## config.mk

```make
export PLATFORM = sky130hd
export DESIGN_NAME = u712_chip_ram_arbiter_flat
export DESIGN_NICKNAME = d
export VERILOG_FILES = /design/src/rtl/u712_chip_ram_arbiter_pkg.sv /design/src/rtl/u712_chip_ram_arbiter_if.sv /design/src/rtl/u712_chip_ram_arbiter_refresh.sv /design/src/rtl/u712_chip_ram_arbiter.sv /design/src/flat_wrapper.sv
export SDC_FILE = /design/constraint.sdc
export NUM_CORES = 1
export LEC_CHECK = 0
export BUFFER_PORTS_ARGS = -buffer_cell sky130_fd_sc_hd__buf_2
export CAP_MARGIN = 20
export CORE_MARGIN = 2
export CORE_UTILIZATION = 40
export CTS_CLUSTER_SIZE = 16
export DETAILED_ROUTE_END_ITERATION = 8
export PLACE_DENSITY = 0.66
export REMOVE_ABC_BUFFERS = 1
export SETUP_SLACK_MARGIN = 0.1
export SYNTH_ARGS = -nofsm -noshare
export SYNTH_HDL_FRONTEND = slang
export SYNTH_HIERARCHICAL = 1
export SYNTH_SLANG_ARGS = --single-unit
export TNS_END_PERCENT = 30
```

## constraint.sdc

```tcl
create_clock -name i_CLK80 -period 2.6 [get_ports i_CLK80]
set_input_delay 0 -clock i_CLK80 [delete_from_list [all_inputs] [get_ports i_CLK80]]
set_output_delay 0 -clock i_CLK80 [all_outputs]
set_load 0.1 [all_outputs]
```

## src/rtl/u712_chip_ram_arbiter_pkg.sv

```systemverilog
// Shared types and default timing constants for the U712 chip RAM arbiter.
package u712_pkg;

  typedef enum logic [1:0] {
    ST_IDLE = 2'd0,
    ST_DMA  = 2'd1,
    ST_CPU  = 2'd2,
    ST_REF  = 2'd3
  } arb_state_e;

  localparam int unsigned REF_INTERVAL_DEF   = 624;
  localparam int unsigned REF_PEND_MAX_DEF   = 7;
  localparam int unsigned REF_URGENT_DEF     = 4;
  localparam int unsigned CPU_LATE_LIMIT_DEF = 6;

  localparam int unsigned PHASE_W = 5;
  localparam int unsigned PEND_W  = 3;

endpackage

```

## src/rtl/u712_chip_ram_arbiter_if.sv

```systemverilog
// Bus-side signals of the chip RAM arbiter: Amiga phase clocks, requests and grants.
interface u712_chip_ram_arbiter_if;
  import u712_pkg::*;

  logic               i_C1;
  logic               i_C3;
  logic               i_DBR_SYNC;
  logic               i_CPU_REQ;
  logic               i_CYC_DONE;
  logic               o_DMA_GNT;
  logic               o_CPU_GNT;
  logic               o_REF_GNT;
  logic               o_SLOT_START;
  logic [PHASE_W-1:0] o_SLOT_PHASE;
  logic [PEND_W-1:0]  o_REF_PEND;
  logic               o_DMA_MISS;

  modport slave (
    input  i_C1, i_C3, i_DBR_SYNC, i_CPU_REQ, i_CYC_DONE,
    output o_DMA_GNT, o_CPU_GNT, o_REF_GNT, o_SLOT_START,
           o_SLOT_PHASE, o_REF_PEND, o_DMA_MISS
  );

  modport master (
    output i_C1, i_C3, i_DBR_SYNC, i_CPU_REQ, i_CYC_DONE,
    input  o_DMA_GNT, o_CPU_GNT, o_REF_GNT, o_SLOT_START,
           o_SLOT_PHASE, o_REF_PEND, o_DMA_MISS
  );

endinterface

```

## src/rtl/u712_chip_ram_arbiter_refresh.sv

```systemverilog
// Refresh interval timer and saturating pending-refresh counter.
module u712_refresh_timer
  import u712_pkg::*;
#(
  parameter int unsigned REF_INTERVAL = REF_INTERVAL_DEF,
  parameter int unsigned REF_PEND_MAX = REF_PEND_MAX_DEF
) (
  input  logic              i_CLK80,
  input  logic              i_RESETn,
  input  logic              i_REF_TAKE,
  output logic [PEND_W-1:0] o_REF_PEND
);

  localparam int unsigned CNT_W = (REF_INTERVAL > 1) ? $clog2(REF_INTERVAL) : 1;
  localparam logic [CNT_W-1:0]  CNT_LAST = CNT_W'(REF_INTERVAL - 1);
  localparam logic [PEND_W-1:0] PEND_SAT = PEND_W'(REF_PEND_MAX);

  logic [CNT_W-1:0]  r_cnt;
  logic [PEND_W-1:0] r_pend;
  logic              w_tick;

  assign w_tick = (r_cnt == CNT_LAST);

  // A tick coinciding with a take cancels out; a tick at saturation is lost.
  always_ff @(posedge i_CLK80) begin
    if (!i_RESETn) begin
      r_cnt  <= '0;
      r_pend <= '0;
    end else begin
      r_cnt <= w_tick ? '0 : r_cnt + 1'b1;
      if (w_tick && !i_REF_TAKE) begin
        if (r_pend != PEND_SAT) r_pend <= r_pend + 1'b1;
      end else if (i_REF_TAKE && !w_tick) begin
        r_pend <= r_pend - 1'b1;
      end
    end
  end

  assign o_REF_PEND = r_pend;

endmodule

```

## src/rtl/u712_chip_ram_arbiter.sv

```systemverilog
// Slot-aligned arbiter granting the chip RAM sequencer to Agnus DMA, CPU or refresh.
module u712_chip_ram_arbiter
  import u712_pkg::*;
#(
  parameter int unsigned REF_INTERVAL   = REF_INTERVAL_DEF,
  parameter int unsigned REF_PEND_MAX   = REF_PEND_MAX_DEF,
  parameter int unsigned REF_URGENT     = REF_URGENT_DEF,
  parameter int unsigned CPU_LATE_LIMIT = CPU_LATE_LIMIT_DEF
) (
  input  logic                    i_CLK80,
  input  logic                    i_RESETn,
  u712_chip_ram_arbiter_if.slave  bus
);

  logic               r_c1_s1, r_c1_s2, r_c1_s3;
  logic               r_c3_s1, r_c3_s2;
  logic               r_slot_start;
  logic [PHASE_W-1:0] r_phase;
  arb_state_e         r_state;
  arb_state_e         w_next;
  logic               r_dma_gnt, r_cpu_gnt, r_ref_gnt;
  logic               r_dma_miss;
  logic               w_slot_det;
  logic               w_ref_take;
  logic               w_miss_set;
  logic [PEND_W-1:0]  w_ref_pend;

  // Slot boundary: synced C1 rising while synced C3 is low; C3 high marks a glitch.
  assign w_slot_det = r_c1_s2 && !r_c1_s3 && !r_c3_s2;

  always_ff @(posedge i_CLK80) begin
    if (!i_RESETn) begin
      r_c1_s1      <= 1'b0;
      r_c1_s2      <= 1'b0;
      r_c1_s3      <= 1'b0;
      r_c3_s1      <= 1'b0;
      r_c3_s2      <= 1'b0;
      r_slot_start <= 1'b0;
      r_phase      <= '0;
    end else begin
      r_c1_s1      <= bus.i_C1;
      r_c1_s2      <= r_c1_s1;
      r_c1_s3      <= r_c1_s2;
      r_c3_s1      <= bus.i_C3;
      r_c3_s2      <= r_c3_s1;
      r_slot_start <= w_slot_det;
      if (w_slot_det)       r_phase <= '0;
      else if (r_phase != '1) r_phase <= r_phase + 1'b1;
    end
  end

  always_comb begin
    w_next = r_state;
    unique case (r_state)
      ST_IDLE: begin
        if (r_slot_start) begin
          if (!bus.i_DBR_SYNC)                           w_next = ST_DMA;
          else if (w_ref_pend >= PEND_W'(REF_URGENT))    w_next = ST_REF;
          else if (bus.i_CPU_REQ)                        w_next = ST_CPU;
          else if (w_ref_pend != '0)                     w_next = ST_REF;
        end else if (bus.i_CPU_REQ && bus.i_DBR_SYNC &&
                     (r_phase <= PHASE_W'(CPU_LATE_LIMIT))) begin
          w_next = ST_CPU;
        end
      end
      default: begin
        if (bus.i_CYC_DONE) w_next = ST_IDLE;
      end
    endcase
  end

  assign w_ref_take = (r_state == ST_IDLE) && (w_next == ST_REF);
  assign w_miss_set = r_slot_start && (r_state != ST_IDLE) && !bus.i_DBR_SYNC;

  always_ff @(posedge i_CLK80) begin
    if (!i_RESETn) begin
      r_state    <= ST_IDLE;
      r_dma_gnt  <= 1'b0;
      r_cpu_gnt  <= 1'b0;
      r_ref_gnt  <= 1'b0;
      r_dma_miss <= 1'b0;
    end else begin
      r_state    <= w_next;
      r_dma_gnt  <= (w_next == ST_DMA);
      r_cpu_gnt  <= (w_next == ST_CPU);
      r_ref_gnt  <= (w_next == ST_REF);
      if (w_miss_set) r_dma_miss <= 1'b1;
    end
  end

  u712_refresh_timer #(
    .REF_INTERVAL (REF_INTERVAL),
    .REF_PEND_MAX (REF_PEND_MAX)
  ) u_refresh (
    .i_CLK80    (i_CLK80),
    .i_RESETn   (i_RESETn),
    .i_REF_TAKE (w_ref_take),
    .o_REF_PEND (w_ref_pend)
  );

  assign bus.o_DMA_GNT    = r_dma_gnt;
  assign bus.o_CPU_GNT    = r_cpu_gnt;
  assign bus.o_REF_GNT    = r_ref_gnt;
  assign bus.o_SLOT_START = r_slot_start;
  assign bus.o_SLOT_PHASE = r_phase;
  assign bus.o_REF_PEND   = w_ref_pend;
  assign bus.o_DMA_MISS   = r_dma_miss;

endmodule

```

## src/flat_wrapper.sv

```systemverilog
// flat-port wrapper written by rule: the top's interface ports become plain ports
module u712_chip_ram_arbiter_flat import u712_pkg::*;
#(
  parameter int unsigned REF_INTERVAL   = REF_INTERVAL_DEF,
  parameter int unsigned REF_PEND_MAX   = REF_PEND_MAX_DEF,
  parameter int unsigned REF_URGENT     = REF_URGENT_DEF,
  parameter int unsigned CPU_LATE_LIMIT = CPU_LATE_LIMIT_DEF
)
  (i_CLK80, i_RESETn, bus_i_C1, bus_i_C3, bus_i_DBR_SYNC, bus_i_CPU_REQ, bus_i_CYC_DONE, bus_o_DMA_GNT, bus_o_CPU_GNT, bus_o_REF_GNT, bus_o_SLOT_START, bus_o_SLOT_PHASE, bus_o_REF_PEND, bus_o_DMA_MISS);
  u712_chip_ram_arbiter_if bus_i ();
  input  logic i_CLK80;
  input  logic i_RESETn;
  input wire logic [$bits(bus_i.i_C1)-1:0] bus_i_C1;
  input wire logic [$bits(bus_i.i_C3)-1:0] bus_i_C3;
  input wire logic [$bits(bus_i.i_DBR_SYNC)-1:0] bus_i_DBR_SYNC;
  input wire logic [$bits(bus_i.i_CPU_REQ)-1:0] bus_i_CPU_REQ;
  input wire logic [$bits(bus_i.i_CYC_DONE)-1:0] bus_i_CYC_DONE;
  output wire logic [$bits(bus_i.o_DMA_GNT)-1:0] bus_o_DMA_GNT;
  output wire logic [$bits(bus_i.o_CPU_GNT)-1:0] bus_o_CPU_GNT;
  output wire logic [$bits(bus_i.o_REF_GNT)-1:0] bus_o_REF_GNT;
  output wire logic [$bits(bus_i.o_SLOT_START)-1:0] bus_o_SLOT_START;
  output wire logic [$bits(bus_i.o_SLOT_PHASE)-1:0] bus_o_SLOT_PHASE;
  output wire logic [$bits(bus_i.o_REF_PEND)-1:0] bus_o_REF_PEND;
  output wire logic [$bits(bus_i.o_DMA_MISS)-1:0] bus_o_DMA_MISS;
  assign bus_i.i_C1 = bus_i_C1;
  assign bus_i.i_C3 = bus_i_C3;
  assign bus_i.i_DBR_SYNC = bus_i_DBR_SYNC;
  assign bus_i.i_CPU_REQ = bus_i_CPU_REQ;
  assign bus_i.i_CYC_DONE = bus_i_CYC_DONE;
  assign bus_o_DMA_GNT = bus_i.o_DMA_GNT;
  assign bus_o_CPU_GNT = bus_i.o_CPU_GNT;
  assign bus_o_REF_GNT = bus_i.o_REF_GNT;
  assign bus_o_SLOT_START = bus_i.o_SLOT_START;
  assign bus_o_SLOT_PHASE = bus_i.o_SLOT_PHASE;
  assign bus_o_REF_PEND = bus_i.o_REF_PEND;
  assign bus_o_DMA_MISS = bus_i.o_DMA_MISS;
  u712_chip_ram_arbiter #(.REF_INTERVAL(REF_INTERVAL), .REF_PEND_MAX(REF_PEND_MAX), .REF_URGENT(REF_URGENT), .CPU_LATE_LIMIT(CPU_LATE_LIMIT)) u_core (.i_CLK80(i_CLK80), .i_RESETn(i_RESETn), .bus(bus_i));
endmodule
```

### Yosys cells after proc, flatten, opt, wreduce, memory -nomap -nowiden

Index checks and enable logic that the tools add are counted.

| word-level totals | value |
|---|---|
| flip-flop bits (word level) | 30 |
| input bits | 7 |
| output and inout bits | 13 |
| logic and storage cells | 60 |

| cells by class | value |
|---|---|
| add/sub/neg operators | 4 |
| $lt $le $gt $ge | 2 |
| eq/ne operators | 7 |
| muxes and demuxes | 11 |
| bitwise operators | 1 |
| reductions and logical operators | 21 |

Operators by type and width:

| kind | number |
|---|---|
| two-way mux 2 bit | 8 |
| adder 10 x 1 -> 10 bit, second input constant | 1 |
| == test 10 bit, second input constant | 1 |
| logical AND 1 bit | 9 |
| two-way mux 3 bit | 3 |
| adder 5 x 1 -> 5 bit, second input constant | 1 |
| less-or-equal comparator 5 x 3 -> 1 bit, second input constant | 1 |
| zero test 1 bit | 5 |
| != test 5 bit, second input constant | 1 |
| == test 2 bit, second input constant | 2 |
| nonzero test 2 bit | 2 |
| OR reduction 2 bit | 2 |
| adder 3 x 1 -> 3 bit, second input constant | 1 |
| greater-or-equal comparator 3 bit, second input constant | 1 |
| != test 3 bit, second input constant | 1 |
| nonzero test 3 bit | 1 |
| subtractor 3 x 1 -> 3 bit, second input constant | 1 |
| == test 2 x 1 -> 1 bit, second input constant | 1 |
| zero test 2 bit | 1 |
| != test 2 x 1 -> 1 bit, second input constant | 1 |
| AND reduction 2 bit | 1 |
| NOT 1 bit | 1 |

### Longest topological paths before layout

Gate-level depths: netlist of run 1.

| depth | value |
|---|---|
| word-level depth | 13 |
| mapped depth | 12 |
| mapped depth without buffers | 11 |

### By module

Netlist of run 1, hierarchy kept.

Modules (own cells, without submodules):

| module | instances | cells an instance | area an instance (sq um) | sequential area each (sq um) |
|---|---|---|---|---|
| u712_chip_ram_arbiter | 1 | 66 | 676.9 | 340.3 |
| u712_refresh_timer | 1 | 65 | 626.9 | 260.2 |

### Worst setup path before layout of run 1

No wires, ideal clock.

| timing path | value |
|---|---|
| path type | register to register |
| start | register u_core.r_phase[0] (netlist: u_core/bus.o_SLOT_PHASE[0]) |
| end | register u_core.u_refresh.r_pend[2] (netlist: u_core/u_refresh/o_REF_PEND[2]) |
| library setup time | 0.122 ns |
| arrival | 3.262 ns |
| data required time | 2.478 ns |
| slack | -0.784 ns |
| cell stages (with the launch flop) | 13 |
| buffers on the path | 1 |
| clock period less this slack | 3.384 ns |
| cells stage by stage | dfxtp_1 -> inv_1 -> ha_1 -> and3b_1 -> o41ai_2 -> a32oi_2 -> nor2_1 -> or4_1 -> buf_2 -> fa_1 -> nand2b_1 -> o22ai_1 -> mux2i_1 |

| between the ends | value |
|---|---|
| word-level cells in the longest chain between the ends | 11 |
| elaborated cells between the ends (all ways) | 14 |
| classes of those cells | 1 x order compare; 2 x eq/ne; 4 x mux; 7 x reduce/logical |

Ends and longest elaborated chain:

| element | RTL line | text |
|---|---|---|
| start, declared | u712_chip_ram_arbiter.sv:18 | `logic [PHASE_W-1:0] r_phase;` |
| start signal, assigned | u712_chip_ram_arbiter.sv:48 | `else if (r_phase != '1) r_phase <= r_phase + 1'b1;` |
| less-or-equal comparator 5 x 3 -> 1 bit (*) | u712_chip_ram_arbiter.sv:62 | `(r_phase <= PHASE_W'(CPU_LATE_LIMIT))) begin` |
| logical AND 1 bit (*) | u712_chip_ram_arbiter.sv:61 | `end else if (bus.i_CPU_REQ && bus.i_DBR_SYNC &&` |
| two-way mux 2 bit (*) | u712_chip_ram_arbiter.sv:61 |  |
| two-way mux 2 bit (*) | u712_chip_ram_arbiter.sv:56 | `if (r_slot_start) begin` |
| two-way mux 2 bit (*) | u712_chip_ram_arbiter.sv:54 | `unique case (r_state)` |
| == test 2 bit (*) | u712_chip_ram_arbiter.sv:72 | `assign w_ref_take = (r_state == ST_IDLE) && (w_next == ST_REF);` |
| logical AND 1 bit (*) | u712_chip_ram_arbiter.sv:72 |  |
| net u_core.w_ref_take | u712_chip_ram_arbiter.sv:24 | `logic w_ref_take;` |
| zero test 1 bit | u712_chip_ram_arbiter_refresh.sv:31 | `if (w_tick && !i_REF_TAKE) begin` |
| logical AND 1 bit | u712_chip_ram_arbiter_refresh.sv:31 |  |
| != test 2 x 1 -> 1 bit (no line) / nonzero test 2 bit (equally long branches) | - |  |
| AND reduction 2 bit (no line) | - |  |
| end signal, assigned | u712_chip_ram_arbiter_refresh.sv:32 | `if (r_pend != PEND_SAT) r_pend <= r_pend + 1'b1;` |
| end signal, assigned | u712_chip_ram_arbiter_refresh.sv:34 | `r_pend <= r_pend - 1'b1;` |
| end, declared | u712_chip_ram_arbiter_refresh.sv:19 | `logic [PEND_W-1:0] r_pend;` |

The timed path passes the listed nets; every way through them passes the cells marked *.
A chain may end at the register's enable or synchronous reset.

### Final worst setup path of run 1

| timing path | value |
|---|---|
| start | register u_core.r_phase[0] (netlist: u_core/bus.o_SLOT_PHASE[0]) |
| end | register u_core.u_refresh.r_pend[1] (netlist: u_core/u_refresh/o_REF_PEND[1]) |

The elaborated chain is that of the path after synthesis.

==> results of run 1 <==
## worst paths after layout
kind / start / endpoint / slack [ps] / depth (start not counted)
max: u_core/bus.o_SLOT_PHASE[0] / u_core/u_refresh/o_REF_PEND[1] / 90 / 10
max reg2reg: u_core/bus.o_SLOT_PHASE[0] / u_core/u_refresh/o_REF_PEND[1] / 90 / 10
min reg2reg: u_core/r_c3_s1 / u_core/r_c3_s2 / 450 / 1
min: i_RESETn / u_core/r_state[1] / 50 / 2
## synth_stat cells, types with 2 or more instances
library cell and n:
dfxtp_1 30, nor2_1 19, xor2_1 8, and2_1 7
and3_1 7, nand2_1 6, inv_1 5, nand2b_1 5
ha_1 4, nand3_1 4, a21oi_1 3, o211ai_1 3
xnor2_1 3, and3b_1 2, mux2i_1 2, nand4_1 2
nor2b_1 2, o41ai_2 2
## kinds of logic after synthesis
group | after synthesis
adder cells (fa/ha/maj) | 5
AO/OA/AOI/OAI | 16
AND/OR/NAND/NOR | 60
flip-flops | 30
buffers and inverters | 7
XOR/XNOR | 11
multiplexers | 2
## stage by stage
step,TNS (ps),power (mW),worst slack (ps)
5_1_grt,0,0.935,2.07
2_1_floorplan,-1890,0.569,-764
3_3_place_gp,0,0.597,139
6_report,0,0.892,93.1
4_1_cts,0,0.909,83.9
3_5_place_dp,0,0.599,37.5
## report_power, final
| group | switching [mW] | internal, mW | leakage (nW) |
|---|---|---|---|
| combinational | 0.0772 | 0.0378 | 0.447 |
| sequential | 0.00859 | 0.474 | 0.244 |
| clock | 0.165 | 0.130 | 0.0343 |
## routing by layer
layer  up-vias  GRT usage (%)  share of wire, %
met1       487           18.3                48
met2        14           24.8                47
met5         -              0                 0
li1        526              -                 -
met4         0           7.45               1.8
met3         6           5.04               3.3
## worst max-delay path: stages (launching register included)
cell,delay [ps]
dfxtp_2,340
inv_1,40
ha_1,170
and3b_1,210
o41ai_2,70
a32oi_2,230
nor2_2,70
or4_4,500
fa_2,540
o211ai_1,90
a21oi_1,180
## registers in the layout (all words and copies together) (netlist names)
register	count
u_core/r_c3_s1	1
u_core/u_refresh/o_REF_PEND	3
u_core/bus.o_DMA_MISS	1
u_core/bus.o_DMA_GNT	1
u_core/r_c1_s3	1
u_core/r_state	2
u_core/bus.o_CPU_GNT	1
u_core/bus.o_REF_GNT	1
u_core/r_c1_s1	1
u_core/u_refresh/r_cnt	10
u_core/bus.o_SLOT_START	1
u_core/bus.o_SLOT_PHASE	5
u_core/r_c3_s2	1
u_core/r_c1_s2	1
## final cells by class
class	count	area (sq um)	area share (%)
inverter	5	18.8	1.15
tap	44	55.1	3.38
timing repair buffer	32	200	12.3
sequential	30	602	36.9
clock buffer	6	51.3	3.15
multi-input combinational	94	691	42.4
clock inverter	2	12.5	0.767
## timing repair
| item | CTS | global route |
|---|---|---|
| hold buffers | 3 | 0 |
| resized for setup | 3 | 2 |
| setup buffers | 2 | 1 |
| pin swaps | 3 | 3 |
| endpoints found under the setup margin | 2 | 2 |
| endpoints found under the hold margin | 3 | 0 |
| cloned | 0 | 0 |
## cell usage in the layout (no fill, tap or decap), types with 2 or more instances in the layout
cell type | Yosys | routed
a21oi_1 | 3 | 3
and2_1 | 7 | 7
and3_1 | 7 | 7
and3b_1 | 2 | 2
buf_2 | 1 | 19
buf_4 | 0 | 10
clkbuf_4 | 0 | 5
dfxtp_1 | 30 | 29
dlygate4sd3_1 | 0 | 3
ha_1 | 4 | 4
inv_1 | 5 | 5
mux2i_1 | 2 | 2
nand2_1 | 6 | 6
nand2b_1 | 5 | 5
nand3_1 | 4 | 4
nand4_1 | 2 | 2
nor2_1 | 19 | 18
nor2b_1 | 2 | 2
o211ai_1 | 3 | 3
o41ai_2 | 2 | 2
xnor2_1 | 3 | 3
xor2_1 | 8 | 8
==> results.py, run 1 <==
metrics = {
    "floorplan": {
        "die_x_microns": 61.1,
        "floorplan.initialDensity_pct": 42.4,
        "fp-row-count": 20,
        "core_sq_um": 3080,
        "die_area_sq_um": 3730,
        "ios": 20,
        "fp.dieH_microns": 61.1,
    },
    "worst_hold_path": {
        "hold_path_class": "input pin to flop",
    },
    "placed_design": {
        "port_buffers": 19,
        "last_weighted_congestion_value_of_the_routability_driven_placer": 0.812,
        "dpl.hpwl_microns": 1780,
        "placed_cell_area_sq_um": 1500,
        "place_inst": 199,
    },
    "synthesis": {
        "synth.avg_cell_area_sq_um": 9.95,
        "ys_top_cells_by_area": "dfxtp_1 46%, nor2_1 5.5%, xor2_1 5.4%",
        "ys_types": 35,
        "ys_dominant_reg_cell": "dfxtp_1",
        "synth_mux_area_share_pct": 1.54,
        "synth_top_family_by_area": "simple AND/OR/NAND/NOR gates",
        "post_synth_xor_area_fraction_pct": 7.39,
        "synth-seq-cells": 30,
        "seq_total_area_yosys_pct": 46.1,
        "yosys_warnings": 6,
        "synthSimpleGateAreaFrac_pct": 26.2,
        "synth.largest_area_cell": "dfxtp_1",
        "number_of_enable_flip_flop_cells_after_synthesis": 0,
        "area_share_of_the_leading_cell_type_in_the_synthesized_netlist_pct": 46.1,
        "syn-cell-area_sq_um": 1300,
        "synth_compound_area_share_pct": 11.3,
        "netlist_instances": 131,
        "post_synth_fa_ha_maj_area_fraction_pct": 5.37,
        "synth-async-reset-ratio_pct": 0,
    },
    "timing": {
        "final.hold.worst_slack_ps": 54.4,
        "worst_pin_slew_ps": 507,
        "report.final.setup_viol": 0,
        "max_slew_margin_pct": 65.9,
        "min_period_ps": 2510,
        "drv_slew": 0,
        "unrepaired_setup_endpoints_after_global_routing": "true",
        "finalHoldViolations": 0,
        "final.setup_skew_ps": 11.0,
        "fin_crit_sh_pct": 96.4,
        "clock.fmax_mhz": 399,
    },
    "clocking": {
        "clock_buffers_created_by_tritoncts": 5,
        "cts_max_path_buffers": 2,
        "clkSlewWorstSetupHoldPaths_ps": 100,
        "clock_tree_root": "clkbuf_4",
        "clock_sink_count": 30,
        "cts_htree_levels": 2,
        "tritoncts": "built",
        "clk_latency_ps": 340,
    },
    "route": {
        "wirelength_microns": 2540,
        "detail_route.vias_per_cell": 4.85,
        "num_vias": 1033,
        "dr.pass1.iters": 2,
        "first_iter_violations": 18,
        "ant_nets": 0,
        "route.detailed.drc": 0,
        "route.detailed.wl_per_inst_microns": 11.9,
    },
    "run": {
        "maxCapViolations": 0,
    },
    "global_route": {
        "grt_pass1_wl_microns": 4120,
        "gr-total-overflow": 0,
        "grt_antenna_before_repair": 0,
        "grt_max_degree": 20,
        "grt.total_usage_pct": 15.3,
        "vias_in_the_first_global_route": 968,
    },
    "critical_path": {
        "crit_path_start_kind": "flop",
        "cp_max_fo": 2,
        "required_time_worst_endpoint_ps": 2870,
        "worst-endpoint-arrival_ps": 2780,
        "setup.worst_path.class": "flop to flop",
        "critPathCaptureType": "flop",
    },
    "power": {
        "power_per_cell_area_nw_per_um2": 547,
        "power.static_leakage_nw": 0.726,
        "power.ir.vdd_worst_mv": 0.416,
    },
    "layout": {
        "fin_util_pct": 53.0,
        "final_cells": 213,
        "diodes": 0,
        "final.fill_count": 290,
        "final_layout_size_suffix_gt1_share_pct": 27.8,
        "finalInstanceArea_sq_um": 1630,
        "syn_to_final_growth_pct": 25.0,
        "fin_nets": 180,
    },
    "run_status": {
        "run_status": "complete, no violations",
    },
}
Note: power is estimated with default switching activity, not from simulation.
==> run 2, diff against run 1 <==
RECOVER_POWER = 25   (was default)
==> results.py, run 2 (synthesis results as in run 1) <==
metrics = {
    "run_status": {
        "run_status": "complete, no violations",
    },
    "timing": {
        "report.final.setup_viol": 0,
        "worst_pin_slew_ps": 1180,
        "final.setup_skew_ps": 11.0,
        "min_period_ps": 2510,
        "fin_crit_sh_pct": 96.5,
        "finalHoldViolations": 0,
        "max_slew_margin_pct": 22.0,
        "post-route-worst-setup-slack_ps": 91.7,
        "clock.fmax_mhz": 399,
        "drv_slew": 0,
        "timing.setup.tns_ps": 0,
        "unrepaired_setup_endpoints_after_global_routing": "true",
    },
    "clocking": {
        "cts_htree_levels": 2,
        "clock_buffers_created_by_tritoncts": 5,
        "tritoncts": "built",
        "cts_max_path_buffers": 2,
        "clkSlewWorstSetupHoldPaths_ps": 100,
        "clk_latency_ps": 340,
        "clock_sink_count": 30,
        "clock_tree_root": "clkbuf_4",
    },
    "route": {
        "route.detailed.drc": 0,
        "ant_nets": 0,
        "detail_route.vias_per_cell": 4.85,
        "dr.pass1.iters": 2,
        "num_vias": 1034,
        "route.detailed.wl_per_inst_microns": 11.9,
        "wirelength_microns": 2540,
        "first_iter_violations": 20,
    },
    "global_route": {
        "grt_pass1_wl_microns": 4120,
        "vias_in_the_first_global_route": 968,
        "grt_antenna_before_repair": 0,
        "gr-total-overflow": 0,
        "grt.total_usage_pct": 15.3,
        "grt_max_degree": 20,
    },
    "layout": {
        "register_area_sq_um": 602,
        "layout_common_cells": "29 x dfxtp_1, 18 x nor2_1, 17 x buf_2, 10 x buf_4, 8 x xor2_1",
        "largest_register_ffs": 10,
        "regMostFlops": "u_core/u_refresh/r_cnt",
        "final_layout_size_suffix_gt1_share_pct": 26.6,
        "layout_commonest_cell": "dfxtp_1",
        "final.fill_count": 290,
        "diodes": 0,
        "final_cells": 213,
        "fin_nets": 180,
        "syn_to_final_growth_pct": 24.9,
        "multi_input_area_sq_um": 691,
    },
    "placed_design": {
        "port_buffers": 19,
        "dpl.hpwl_microns": 1780,
        "place_inst": 199,
        "last_weighted_congestion_value_of_the_routability_driven_placer": 0.812,
        "pre_cts_slack_ps": 37.5,
    },
    "floorplan": {
        "fp-row-count": 20,
        "fp.dieH_microns": 61.1,
        "die_area_sq_um": 3730,
        "floorplan.initialDensity_pct": 42.4,
        "ios": 20,
        "core_sq_um": 3080,
        "die_x_microns": 61.1,
    },
    "critical_path": {
        "crit_chain": "inv_1, ha_1, and3b_1, o41ai_2, a32oi_2, nor2_2, or4_4, fa_2, o211ai_1, a21oi_1",
        "cp.buffers_inverters": 1,
        "setup.worst_path.class": "flop to flop",
        "worst-endpoint-arrival_ps": 2780,
        "crit_path_start_kind": "flop",
        "cp_max_fo": 2,
        "critical-path-top-delay-family": "simple AND/OR/NAND/NOR gates",
        "required_time_worst_endpoint_ps": 2870,
        "critPathCaptureType": "flop",
        "cp_slowest_stage_delay_ps": 540,
        "critical-path-slowest-cell": "fa_2",
    },
    "power": {
        "power.ir.vdd_worst_mv": 0.417,
        "power.net_switching_mw": 0.251,
        "internal_power_contribution_mw": 0.641,
        "switching_share_pct": 28.1,
        "power_per_cell_area_nw_per_um2": 548,
        "seq_power_share_pct": 54.1,
        "combinationalPowerShare_pct": 12.8,
        "power.static_leakage_nw": 0.715,
        "clock_power_share_pct": 33.0,
    },
    "worst_hold_path": {
        "hold_path_class": "input pin to flop",
    },
    "run": {
        "maxCapViolations": 0,
    },
}
[run 2: changes by cell type in the layout (fill, tap and decap cells not counted)]
cell      delta
and2_0       +3
buf_2        -2
clkbuf_1     +2
and2_1       -3
[run 2: worst register-to-register path: stages, from the launching register on]
cell,delay [ps]
dfxtp_2,340
inv_1,40
ha_1,170
and3b_1,210
o41ai_2,70
a32oi_2,230
nor2_2,70
or4_4,500
fa_2,540
o211ai_1,90
a21oi_1,180
[run 2: power by group through the flow]
stage / Clock, mW / Sequential, mW / Combinational, mW
2_1_floorplan: 0 / 0.537 / 0.0325
3_3_place_gp: 0 / 0.492 / 0.104
3_5_place_dp: 0 / 0.493 / 0.106
4_1_cts: 0.313 / 0.482 / 0.113
5_1_grt: 0.327 / 0.485 / 0.123
6_report: 0.295 / 0.483 / 0.115
[run 2: metal layers]
metal	GRT usage, %	routed length [microns]
met5	0	0
met4	7.45	45
met3	5.04	84
met2	24.8	1190
met1	18.3	1220
[run 2: path summary, 6_finish.rpt]
| check | slack, ps | cells after the start | from | end |
|---|---|---|---|---|
| hold / removal | 50 | 2 | i_RESETn | u_core/r_state[1] |
| setup reg to reg | 90 | 10 | u_core/bus.o_SLOT_PHASE[0] | u_core/u_refresh/o_REF_PEND[1] |
| hold reg to reg | 450 | 1 | u_core/r_c3_s1 | u_core/r_c3_s2 |
| setup / recovery | 90 | 10 | u_core/bus.o_SLOT_PHASE[0] | u_core/u_refresh/o_REF_PEND[1] |
[run 2: stage by stage]
step	hold WS [ps]	power [mW]	utilization, %	cell area (sq um)
2_1_floorplan	117	0.569	-	1290
3_3_place_gp	211	0.597	48.7	1500
3_5_place_dp	211	0.599	48.7	1500
4_1_cts	21.0	0.909	52.4	1610
5_1_grt	56.0	0.934	52.9	1630
6_report	54.8	0.892	52.9	1630
[run 2: what timing repair did]
item / in CTS / in global routing
buffers inserted: 2 / 1
hold buffers: 3 / 0
endpoints found under the hold margin: 3 / 0
pin swaps: 3 / 3
gates resized for setup: 3 / 2
endpoints found under the setup margin: 2 / 2
[run 2: final cells by class]
class	instances	share of cell area (%)
clock buffers	6	3.15
repair buffers	32	12.1
flip-flops and latches	30	37.0
inverters	5	1.15
clock inverters	2	0.769
well taps	44	3.38
multi-input cells	94	42.4
